[config.mk]
export PLATFORM = sky130hd
export DESIGN_NAME = pattern_loader
export DESIGN_NICKNAME = d
export VERILOG_FILES = /design/src/rtl/pattern_loader.sv
export SDC_FILE = /design/constraint.sdc
export NUM_CORES = 1
export LEC_CHECK = 0
export BUFFER_PORTS_ARGS = -buffer_cell sky130_fd_sc_hd__buf_2
export CAP_MARGIN = 20
export CORE_ASPECT_RATIO = 0.5
export CORE_MARGIN = 3
export CORE_UTILIZATION = 45
export DETAILED_ROUTE_END_ITERATION = 10
export GPL_TIMING_DRIVEN = 0
export HOLD_SLACK_MARGIN = 0.08
export PLACE_DENSITY_LB_ADDON = 0.05
export SLEW_MARGIN = 25
export SYNTH_ARGS = -nofsm -noshare
export SYNTH_HDL_FRONTEND = slang
export SYNTH_SLANG_ARGS = --single-unit
[constraint.sdc]
create_clock -name clk -period 4.8 [get_ports clk]
set_input_delay 0.96 -clock clk [delete_from_list [all_inputs] [get_ports clk]]
set_output_delay 0.96 -clock clk [all_outputs]
set_load 0.005 [all_outputs]
[src/rtl/pattern_loader.sv]
// pattern_loader: serial host that shifts buffered bytes out on sclk/ssel/saddr/sin and captures sout.
// Build option PATLOAD_PARITY_EN: appends an odd-parity bit to every byte and reports rd_perr.
module pattern_loader #(
   parameter int CLKDIV   = 2,
   parameter int BUFBYTES = 27,
   parameter int CNTW     = 5
) (
   input  logic       clk,
   input  logic       rst_n,
   input  logic       in_valid,
   output logic       in_ready,
   input  logic [2:0] in_buf,
   input  logic [7:0] in_data,
   input  logic       in_last,
   output logic       sclk,
   output logic       ssel,
   output logic [2:0] saddr,
   output logic       sin,
   input  logic       sout,
   output logic       rd_valid,
   output logic [7:0] rd_data,
`ifdef PATLOAD_PARITY_EN
   output logic       rd_perr,
`endif
   output logic       busy,
   output logic       ovf
);
`ifdef PATLOAD_PARITY_EN
   localparam int NB = 9;
`else
   localparam int NB = 8;
`endif
   localparam int TW = (CLKDIV > 1) ? $clog2(CLKDIV) : 1;
   localparam logic [TW-1:0]   TLAST = TW'(CLKDIV - 1);
   localparam logic [3:0]      BLAST = 4'(NB - 1);
   localparam logic [CNTW-1:0] CMAX  = CNTW'(BUFBYTES);

   typedef enum logic [2:0] {IDLE, SETUP, SHIFT, GAP, HOLD} state_t;

`ifdef PATLOAD_PARITY_EN
   function automatic logic odd_par(input logic [7:0] d);
      return ~(^d);
   endfunction
`endif

   // Word shifted out per byte: data MSB first, optionally followed by its parity bit.
   function automatic logic [NB-1:0] load_word(input logic [7:0] d);
`ifdef PATLOAD_PARITY_EN
      return {d, odd_par(d)};
`else
      return d;
`endif
   endfunction

   state_t          state_q, state_d;
   logic [TW-1:0]   timer_q, timer_d;
   logic [3:0]      bit_q, bit_d;
   logic [CNTW-1:0] cnt_q, cnt_d;
   logic            last_q, last_d;
   logic [NB-2:0]   tx_q, tx_d;
   logic [NB-1:0]   rx_q, rx_d;
   logic            sclk_q, sclk_d, ssel_q, ssel_d, sin_q, sin_d;
   logic [2:0]      saddr_q, saddr_d;
   logic            rd_valid_q, rd_valid_d;
   logic [7:0]      rd_data_q, rd_data_d;
   logic            rd_perr_q, rd_perr_d;
   logic            busy_q, busy_d, in_ready_q, in_ready_d, ovf_q, ovf_d;
   logic            accept;
   logic [NB-1:0]   word;

   // Next-state and next-output computation for the whole frame sequencer.
   always_comb begin
      state_d    = state_q;
      timer_d    = timer_q;
      bit_d      = bit_q;
      cnt_d      = cnt_q;
      last_d     = last_q;
      tx_d       = tx_q;
      rx_d       = rx_q;
      sclk_d     = sclk_q;
      ssel_d     = ssel_q;
      sin_d      = sin_q;
      saddr_d    = saddr_q;
      rd_valid_d = 1'b0;
      rd_data_d  = rd_data_q;
      rd_perr_d  = rd_perr_q;
      ovf_d      = ovf_q;
      accept     = in_valid && in_ready_q;
      word       = load_word(in_data);
      case (state_q)
         IDLE: begin
            if (accept) begin
               saddr_d = in_buf;
               cnt_d   = CNTW'(1);
               ovf_d   = 1'b0;
               ssel_d  = 1'b1;
               sin_d   = word[NB-1];
               tx_d    = word[NB-2:0];
               last_d  = in_last;
               timer_d = '0;
               bit_d   = 4'd0;
               state_d = SETUP;
            end else begin
               state_d = IDLE;
            end
         end
         SETUP: begin
            if (timer_q == TLAST) begin
               timer_d = '0;
               state_d = SHIFT;
            end else begin
               timer_d = timer_q + 1'b1;
            end
         end
         SHIFT: begin
            if (timer_q != TLAST) begin
               timer_d = timer_q + 1'b1;
            end else begin
               timer_d = '0;
               if (!sclk_q) begin
                  sclk_d = 1'b1;
                  rx_d   = {rx_q[NB-2:0], sout};
               end else begin
                  sclk_d = 1'b0;
                  if (bit_q == BLAST) begin
                     // Final falling edge closes the byte and hands back the captured word.
                     sin_d      = 1'b0;
                     bit_d      = 4'd0;
                     rd_valid_d = 1'b1;
                     rd_data_d  = rx_q[NB-1 -: 8];
                     rd_perr_d  = ~(^rx_q);
                     state_d    = last_q ? HOLD : GAP;
                  end else begin
                     bit_d = bit_q + 4'd1;
                     sin_d = tx_q[NB-2];
                     tx_d  = {tx_q[NB-3:0], 1'b0};
                  end
               end
            end
         end
         GAP: begin
            if (accept) begin
               if (cnt_q < CMAX) begin
                  cnt_d   = cnt_q + CNTW'(1);
                  sin_d   = word[NB-1];
                  tx_d    = word[NB-2:0];
                  last_d  = in_last;
                  timer_d = '0;
                  bit_d   = 4'd0;
                  state_d = SHIFT;
               end else begin
                  // Buffer already full: drop the byte but still honour its frame end.
                  ovf_d   = 1'b1;
                  timer_d = '0;
                  state_d = in_last ? HOLD : GAP;
               end
            end else begin
               state_d = GAP;
            end
         end
         HOLD: begin
            if (timer_q == TLAST) begin
               timer_d = '0;
               ssel_d  = 1'b0;
               state_d = IDLE;
            end else begin
               timer_d = timer_q + 1'b1;
            end
         end
         default: begin
            state_d = IDLE;
         end
      endcase
      in_ready_d = (state_d == IDLE) || (state_d == GAP);
      busy_d     = (state_d != IDLE);
   end

   // State and registered outputs; reset drops the frame immediately.
   always_ff @(posedge clk or negedge rst_n) begin
      if (!rst_n) begin
         state_q    <= IDLE;
         timer_q    <= '0;
         bit_q      <= 4'd0;
         cnt_q      <= '0;
         last_q     <= 1'b0;
         tx_q       <= '0;
         rx_q       <= '0;
         sclk_q     <= 1'b0;
         ssel_q     <= 1'b0;
         sin_q      <= 1'b0;
         saddr_q    <= 3'd0;
         rd_valid_q <= 1'b0;
         rd_data_q  <= 8'd0;
         rd_perr_q  <= 1'b0;
         busy_q     <= 1'b0;
         in_ready_q <= 1'b0;
         ovf_q      <= 1'b0;
      end else begin
         state_q    <= state_d;
         timer_q    <= timer_d;
         bit_q      <= bit_d;
         cnt_q      <= cnt_d;
         last_q     <= last_d;
         tx_q       <= tx_d;
         rx_q       <= rx_d;
         sclk_q     <= sclk_d;
         ssel_q     <= ssel_d;
         sin_q      <= sin_d;
         saddr_q    <= saddr_d;
         rd_valid_q <= rd_valid_d;
         rd_data_q  <= rd_data_d;
         rd_perr_q  <= rd_perr_d;
         busy_q     <= busy_d;
         in_ready_q <= in_ready_d;
         ovf_q      <= ovf_d;
      end
   end

   assign sclk     = sclk_q;
   assign ssel     = ssel_q;
   assign sin      = sin_q;
   assign saddr    = saddr_q;
   assign rd_valid = rd_valid_q;
   assign rd_data  = rd_data_q;
   assign busy     = busy_q;
   assign in_ready = in_ready_q;
   assign ovf      = ovf_q;
`ifdef PATLOAD_PARITY_EN
   assign rd_perr  = rd_perr_q;
`else
   logic unused_perr;
   assign unused_perr = rd_perr_q;
`endif

endmodule

==> results.yml <==
floorplan:
  core_mm2: 0.00457
  num_rows: 17
  die_w_um: 105
  pin_count: 34
  die-area_mm2: 0.00585
  start_util_pct: 48.5
  die_y_um: 55.6
clock_network:
  h-tree-depth: 2
  postCtsSetupRepairBufs: 0
  cts_root_buffer: "clkbuf_8"
  numCtsBuffers: 5
  post_cts_resized: 0
  clock_sinks: 47
  clk_path_buf_depth: 2
  cts_tree: "built"
  holdBufCountCts: 0
  cts.clk_slew.worst_paths_ns: 0.09
  clkLatencyLatePin_ns: 0.30
timing:
  skew_ns: 0.0130
  final.setup.tns_ns: 0
  finalMaxSlewViolations: 0
  worst_slew_pin_slew_ns: 0.685
  fin_crit_sh_pct: 48.7
  finalCriticalPeriod_ns: 2.34
  rsz0062_at_grt: "no"
  slew_headroom_pct: 54.0
  hold_viol_final: 0
  fmax_ghz: 0.428
  finalSetupViolCount: 0
power:
  vdd_ir_drop_max_mv: 0.278
  leakagePower_nw: 1.30
  power_density_mw_per_mm2: 598
placement:
  port-buffer-count: 33
  dp_cells: 302
  hpwl_um: 2950
  place.gp.congestion: 0.753
synth:
  synth_cell_types: 48
  syn-num-nets: 220
  synth_edf_count: 0
  seq_area_frac_synth_pct: 53.1
  avgSynthCellArea_um2: 11.0
  syn_area_mm2: 0.00222
  synth-seq-cells: 47
  syn-instance-count: 202
  async_reset_ff_share_pct: 100
  synth-main-ff-cell: "dfrtp_1"
  ys_warn_count: 0
setup_path:
  critPathRequiredTime_ns: 4.98
  worstPathArrival_ns: 2.52
  cp_max_fo: 10
  cp-start-kind: "primary input"
  cp-end-kind: "flop"
  crit_type: "in2reg"
drt:
  vias_per_cell: 5.02
  drtIter0Drc: 26
  finalWirelength_um: 4030
  num_vias: 1555
  drtAntennaViolNets: 0
  drc: 0
  first_pass_iters: 4
  routedWlPerCell_um: 13.0
final_layout:
  syn2layout_area_growth_pct: 17.6
  stdcell_count: 310
  nFillCells: 439
  nNetsFinal: 261
  drive_above_1_share_pct: 31.1
  antennaDiodeCount: 0
  utilization_pct: 57.0
global_route:
  antenna_found_initial: 0
  grt_pass1_wl_um: 7330
  grt_pass1_vias: 1579
  overflow: 0
  grt_max_degree: 27
  grt_use_total_pct: 15.3
run_status:
  outcome: "finished clean"
hold_path:
  hold_class: "reg2reg"
flow_run:
  cap_violations: 0
stage by stage:
stage / hold slack (ns) / cell area, µm² / worst slack, ns / power, mW
after floorplan: 0.435 / 2220 / 2.40 / 1.11
after global placement: 0.453 / 2460 / 2.15 / 1.26
after CTS: 0.481 / 2610 / 2.47 / 1.58
after global routing: 0.501 / 2610 / 2.41 / 1.68
after detailed placement: 0.457 / 2490 / 2.15 / 1.27
final: 0.477 / 2610 / 2.46 / 1.56
where the power goes:
part | internal [mW] | switching (mW)
sequential | 0.546 | 0.0983
clock | 0.157 | 0.141
combinational | 0.322 | 0.293
total | 1.03 | 0.532
critical path, cell delays in order:
cell     delay, ns
buf_2         0.10
nand2_2       0.10
or4_1         0.54
buf_6         0.16
nor2_8        0.17
o22ai_4       0.16
mux2_4        0.32
cell usage in the layout (no fill, tap or decap), drive strengths merged:
master    synthesis  routed
o221a             1       1
a22o              2       2
a221oi            1       1
or4               1       1
and2b             2       2
nor4b             1       1
nand2            56      56
o21ba             1       1
nand3             3       3
or3               1       1
nor3b             3       3
xnor2             4       4
nand3b            2       2
bufinv            0       1
inv               3       4
nor2             14      14
a32oi             1       1
clkinv            1       1
clkinvlp          0       1
dfrtp            47      47
a21oi             5       5
o22ai             1       1
ha                2       2
a21o              1       1
xor2              1       1
nor4              2       2
o21ai             5       5
clkbuf            2       7
nand4             2       2
nor2b             1       1
mux2             18      18
nor3              4       4
a22oi             1       1
mux2i             4       4
a31oi             2       2
buf               5      39
o221ai            1       1
o21a              1       1
Yosys cell counts (3+ instances only):
| cell | n | area (µm²) |
|---|---|---|
| nand2_1 | 55 | 206 |
| dfrtp_1 | 47 | 1180 |
| mux2_2 | 12 | 135 |
| nor2_1 | 12 | 45.0 |
| a21oi_1 | 5 | 25.0 |
| mux2_4 | 5 | 75.1 |
| o21ai_0 | 5 | 25.0 |
| mux2i_1 | 4 | 40.0 |
| xnor2_1 | 4 | 35.0 |
| inv_1 | 3 | 11.3 |
| nand3_1 | 3 | 15.0 |
| nor3_1 | 3 | 15.0 |
metal layers:
metal  track usage (%)  wire, µm  up-vias
met5                 0         0        -
met4              3.36        23        0
met3              4.29       173        4
met1              20.7      2030      751
met2              24.8      1810       27
li1                  -         -      773
sequential cells by signal, indices dropped and copies added (netlist names), 3 cells and up:
register  flops
rd_data       8
rx_q          8
tx_q          7
cnt_q         5
bit_q         4
saddr         3
state_q       3
worst paths after layout:
kind,startpoint,end,depth (start not counted),slack [ns]
min in group asynchronous,rst_n,tx_q[4],1,0.63
setup reg to reg,state_q[0],rx_q[1],5,2.72
hold reg to reg,rd_data[0],rd_data[0],2,0.48
hold / removal,rd_data[0],rd_data[0],2,0.48
max in group asynchronous,rst_n,rx_q[1],2,3.65
setup / recovery,in_valid,tx_q[5],7,2.46
cell families after synthesis:
group | Yosys count | share of synthesized area (%)
flip-flops | 47 | 53.1
AO/OA/AOI/OAI | 23 | 7.74
XOR/XNOR | 5 | 1.98
adder cells (fa/ha/maj) | 2 | 1.13
multiplexers | 22 | 11.8
AND/OR/NAND/NOR | 92 | 20.8
buffers and inverters | 11 | 3.50
cell type report:
| class | instances | area (µm²) | area share [%] |
|---|---|---|---|
| clock buffer | 5 | 68.8 | 2.64 |
| timing repair buffer | 34 | 185 | 7.11 |
| inverter | 4 | 15.0 | 0.576 |
| multi-input combinational | 144 | 968 | 37.2 |
| buffer | 7 | 62.6 | 2.40 |
| clock inverter | 3 | 46.3 | 1.78 |
| tap | 66 | 82.6 | 3.17 |
| sequential | 47 | 1180 | 45.1 |
Note: power is estimated with default switching activity, not from simulation.
